File: src/rtl/datapath.sv
// -----------------------------------------------------------------------------
// datapath
//
// 4-bit accumulator/shift datapath. It contains a combinational ALU, an
// accumulator register (Acc), a shift register (Q) and an output register
// (R1). An external controller drives every select and control line on every
// cycle. R1_out is the only observable result.
//
// Ports
//   clk              rising-edge clock for all state
//   reset            asynchronous, active-low reset; clears Acc, Q and R1
//   mux2x1_1_select  ALU operand B source: 0 = data, 1 = Q
//   Acc_ps           1 = parallel load (Acc <= ALU, Q <= data), 0 = shift
//   Acc_dir          Acc shift direction when shifting: 0 = left, 1 = right
//   Q_dir            Q shift direction when shifting:   0 = left, 1 = right
//   alu_control[2:0] ALU opcode (ADD SUB AND OR XOR NOTA PASSB INCA)
//   data[3:0]        external data bus
//   mux4x1_select    R1 source: 00 Acc, 01 Q, 10 ALU result, 11 data
//   R1_out[3:0]      registered contents of R1
//
// Configuration macro
//   DATAPATH_ROTATE_EN  defined: shifts rotate, so the vacated bit receives
//                       the bit that was shifted out.
//                       undefined (default): logical shifts that fill with 0.
// -----------------------------------------------------------------------------
module datapath (
  input  logic       clk,
  input  logic       reset,
  input  logic       mux2x1_1_select,
  input  logic       Acc_ps,
  input  logic       Acc_dir,
  input  logic       Q_dir,
  input  logic [2:0] alu_control,
  input  logic [3:0] data,
  input  logic [1:0] mux4x1_select,
  output logic [3:0] R1_out
);

  typedef enum logic [2:0] {
    ALU_ADD   = 3'b000,
    ALU_SUB   = 3'b001,
    ALU_AND   = 3'b010,
    ALU_OR    = 3'b011,
    ALU_XOR   = 3'b100,
    ALU_NOTA  = 3'b101,
    ALU_PASSB = 3'b110,
    ALU_INCA  = 3'b111
  } alu_op_e;

  typedef enum logic [1:0] {
    R1_SRC_ACC  = 2'b00,
    R1_SRC_Q    = 2'b01,
    R1_SRC_ALU  = 2'b10,
    R1_SRC_DATA = 2'b11
  } r1_src_e;

  logic [3:0] acc_q, acc_d;
  logic [3:0] q_q,   q_d;
  logic [3:0] r1_q,  r1_d;
  logic [3:0] alu_b;
  logic [3:0] alu_res;

  // One-position shift. dir = 1 shifts right and dir = 0 shifts left. The
  // build-time option selects whether the vacated bit is filled with zero or
  // with the bit that was shifted out.
  function automatic logic [3:0] shift4(input logic [3:0] v, input logic dir);
`ifdef DATAPATH_ROTATE_EN
    return dir ? {v[0], v[3:1]} : {v[2:0], v[3]};
`else
    return dir ? {1'b0, v[3:1]} : {v[2:0], 1'b0};
`endif
  endfunction

  // ALU. The result is kept to 4 bits, so the carry or borrow is dropped and
  // the arithmetic wraps modulo 16.
  always_comb begin
    // NOTE: every always_comb output gets a default first. This means no
    // path through the block can leave it unassigned and infer a latch.
    alu_b   = mux2x1_1_select ? q_q : data;
    alu_res = '0;
    case (alu_op_e'(alu_control))
      ALU_ADD:   alu_res = acc_q + alu_b;
      ALU_SUB:   alu_res = acc_q - alu_b;
      ALU_AND:   alu_res = acc_q & alu_b;
      ALU_OR:    alu_res = acc_q | alu_b;
      ALU_XOR:   alu_res = acc_q ^ alu_b;
      ALU_NOTA:  alu_res = ~acc_q;
      ALU_PASSB: alu_res = alu_b;
      ALU_INCA:  alu_res = acc_q + 4'd1;
      default:   alu_res = '0;
    endcase
  end

  // Next-state logic. All three registers load on every enabled edge, and
  // they all use the pre-edge Acc and Q values. Because of this, Acc and Q
  // never see each other's new value, and R1 sees the old Acc and Q values.
  always_comb begin
    acc_d = acc_q;
    q_d   = q_q;
    r1_d  = r1_q;

    if (Acc_ps) begin
      acc_d = alu_res;
      q_d   = data;
    end else begin
      acc_d = shift4(acc_q, Acc_dir);
      q_d   = shift4(q_q, Q_dir);
    end

    case (r1_src_e'(mux4x1_select))
      R1_SRC_ACC:  r1_d = acc_q;
      R1_SRC_Q:    r1_d = q_q;
      R1_SRC_ALU:  r1_d = alu_res;
      R1_SRC_DATA: r1_d = data;
      default:     r1_d = '0;
    endcase
  end

  always_ff @(posedge clk or negedge reset) begin
    if (!reset) begin
      acc_q <= '0;
      q_q   <= '0;
      r1_q  <= '0;
    end else begin
      // NOTE: sequential state uses non-blocking assignments. All registers
      // therefore sample their pre-edge values, whatever the statement order.
      acc_q <= acc_d;
      q_q   <= q_d;
      r1_q  <= r1_d;
    end
  end

  // R1_out is driven only by a register, so there is no combinational path
  // from the inputs to this output.
  assign R1_out = r1_q;

endmodule

File: config.mk
export PLATFORM = sky130hd
export DESIGN_NAME = datapath
export DESIGN_NICKNAME = d
export VERILOG_FILES = /design/src/rtl/datapath.sv
export SDC_FILE = /design/constraint.sdc
export NUM_CORES = 1
export LEC_CHECK = 0
export CAP_MARGIN = 10
export CORE_MARGIN = 2
export CORE_UTILIZATION = 53
export CTS_CLUSTER_SIZE = 28
export DETAILED_ROUTE_END_ITERATION = 8
export PLACE_DENSITY = 0.78
export SETUP_SLACK_MARGIN = 0.2
export SYNTH_ARGS = -nofsm -noshare
export SYNTH_HDL_FRONTEND = slang
export SYNTH_SLANG_ARGS = --single-unit
File: constraint.sdc
create_clock -name clk -period 5.85 [get_ports clk]
set_input_delay 0.585 -clock clk [delete_from_list [all_inputs] [get_ports clk]]
set_output_delay 0.585 -clock clk [all_outputs]
set_load 0.05 [all_outputs]
==> impl_metrics.toml <==
[run_status]
outcome = "finished, final reports clean"

[timing]
setup_violations = 0
fin_crit_ns = 3.34
max_freq_ghz = 0.300
fin_crit_sh_pct = 57.0
fin_tns_setup_ns = 0
slew_headroom_pct = 58.9
skew_ns = 0.00464
rsz0062_at_grt = "false"
worst_slew_pin_slew_ns = 0.599
hold_violations = 0
hold_slack_ns = 0.629
slew_violations = 0
setup_ws_ns = 2.51

[place]
gp_congestion = 0.836
port_buffers = 18
placed_cell_area_um2 = 1480
place_ws_ns = 2.29
hpwl_mm = 2.49

[synthesis]
ys_seq_elements = 12
synth_edf_count = 0
syn_avg_cell_area_um2 = 8.27
ys_seq_area_share_pct = 23.0
async_flop_share_pct = 100
synth_fp_nets = 186
synth.cell_area_um2 = 1310
yosysUniqueCellTypes = 46
synth_ff_type = "dfrtp_1"
yosys_warnings = 0
synth_cells = 158

[floorplan]
dieArea_um2 = 2880
start_util_pct = 57.4
rows = 17
pin_count = 19
coreArea_um2 = 2280
die_y_um = 53.6
fp.dieW_um = 53.6

[global_routing]
grt_util_all_layers_pct = 25.4
grt_pass1_vias = 1161
grt_max_degree = 20
grt_pass1_wl_mm = 5.33
overflow = 0
antenna_found_initial = 0

[route]
antenna_left = 0
routed_wl_mm = 3.25
drtIter0Drc = 43
drt-wirelength-per-cell_um = 16.2
viasPerCell = 6.25
dr_total_vias = 1249
first_pass_iters = 5
drc = 0

[run]
maxCapViolations = 0

[clocking]
cts.sinks = 12
htreeDepth = 1
cts.clk_slew.worst_paths_ns = 0.08
cts_buffers = 3
cts_tree = "done"
ctsLongestPathBuffers = 2
cts_resized = 0
ctsHoldBuffers = 0
root_buffer = "clkbuf_4"
cts_setup_buffers = 0
clk_latency_ns = 0.28

[power]
max-vdd-ir-drop_mv = 0.195
p_leak_uw = 0.000672
powerDensity_nw_per_um2 = 224
finalPower_uw = 339

[final_layout]
drive_gt1_share_pct = 11.6
synthToLayoutAreaGrowth_pct = 16.1
nNetsFinal = 201
antenna_cells = 0
final_area_um2 = 1520

[critical_path]
end_kind = "register"
startpoint = "mux2x1_1_select"
endpoint = "acc_q[3]$_DFF_PN0_"
reg2reg_slack_ns = 3.09
cp.arrival_ns = 3.51
worst-path-max-fanout = 6
crit_type = "in2reg"
r2r_start = "q_q[1]$_DFF_PN0_"
startpoint_type = "primary input"
crit_required_ns = 6.02
reg2reg_depth = 12
worst_r2r_endpoint = "acc_q[3]$_DFF_PN0_"

[min_path]
min_delay_path_depth = 2
hold_class = "reg2reg"
==> logic make-up (layout without fill, tap and decap cells) <==
| family | after synthesis | count (layout) | synth area share, % |
|---|---|---|---|
| AND/OR/NAND/NOR | 54 | 54 | 22.5 |
| AO/OA/AOI/OAI | 44 | 44 | 22.6 |
| buffers and inverters | 21 | 35 | 6.90 |
| adder cells (fa/ha/maj) | 13 | 13 | 13.0 |
| multiplexers | 13 | 13 | 11.3 |
| flip-flops | 12 | 12 | 23.0 |
| XOR/XNOR | 1 | 1 | 0.671 |
==> registers in the layout, summed over array words and instances (netlist names) <==
register	cells
R1_out	4
q_q	4
acc_q	4
==> layout make-up <==
type                    count  area (um2)
multi-input cells         125         916
fillers                   190         759
flip-flops and latches     12         300
repair buffers             18         180
inverters                  13        48.8
clock buffers               4        36.3
well taps                  28        35.0
==> Yosys cell counts (all sizes together), types with 2 or more instances <==
cell    number  share of area [%]
mux2         4                3.4
a21oi       11                4.5
a211oi       3                2.1
mux2i        8                6.1
buf          4                2.0
or2          2               0.96
o22ai        3                1.4
a21o         2                1.2
a22oi        3                1.7
inv         13                3.7
nor2b        4                1.9
ha          12                 11
nand3        4                1.5
a222oi       2                1.5
nand4        2               0.96
clkbuf       4                1.1
o21ai       13                5.3
nor2        15                4.3
nand3b       2                1.1
nand2       10                2.9
dfrtp       12                 23
nand2b       7                3.4
==> worst min-delay path by stage <==
stage	slack, ns	to	startpoint
CTS	0.63	q_q[0]$_DFF_PN0_	q_q[1]$_DFF_PN0_
detailed placement	0.61	q_q[0]$_DFF_PN0_	q_q[1]$_DFF_PN0_
global placement	0.58	q_q[0]$_DFF_PN0_	q_q[1]$_DFF_PN0_
floorplan	0.29	R1_out[0]$_DFF_PN0_	reset
finish	0.63	q_q[0]$_DFF_PN0_	q_q[1]$_DFF_PN0_
global route	0.68	q_q[0]$_DFF_PN0_	q_q[1]$_DFF_PN0_
==> cell usage in the layout (no fill, tap or decap), drive strengths merged, types with 3 or more instances in the layout <==
cell           netlist  final
nand3                4      4
nand2b               7      7
nor2b                4      4
nand2               10     10
inv                 13     13
dfrtp               12     12
ha                  12     12
clkdlybuf4s50        0     18
clkbuf               4      4
o21ai               13     13
o22ai                3      3
mux2i                8      8
nor2                15     15
mux2                 4      4
a211oi               3      3
a21oi               11     11
a22oi                3      3
==> metrics by stage <==
stage / instances / utilization, %
2_1_floorplan: 158 / -
3_3_place_gp: 196 / 65.0
3_5_place_dp: 196 / 65.0
4_1_cts: 200 / 66.6
5_1_grt: 200 / 66.6
6_report: 200 / 66.6
==> critical path: stages <==
cell	delay [ns]
clkdlybuf4s50_1	0.64
mux2i_1	0.50
ha_1	0.28
nor2_1	0.05
o21ai_0	0.16
nand2_1	0.06
o21ai_0	0.08
ha_1	0.32
and3_1	0.22
o21ai_0	0.23
nand4_1	0.13
mux2i_1	0.18
nor2_1	0.07
==> metal layers <==
layer / routed length [um] / global-route usage (%) / up-vias
li1: - / - / 602
met1: 1440 / 34.4 / 594
met2: 1560 / 40.7 / 53
met3: 243 / 6.94 / 0
met4: 0 / 4.70 / 0
met5: 0 / 0 / -
==> report_power, final <==
| group | switching, uW | total [uW] | internal (uW) |
|---|---|---|---|
| logic | 93.3 | 161 | 67.9 |
| clock network | 29.5 | 67.4 | 37.9 |
| registers | 15.1 | 110 | 95.3 |
| total | 138 | 339 | 201 |
Note: power is estimated with default switching activity, not from simulation.
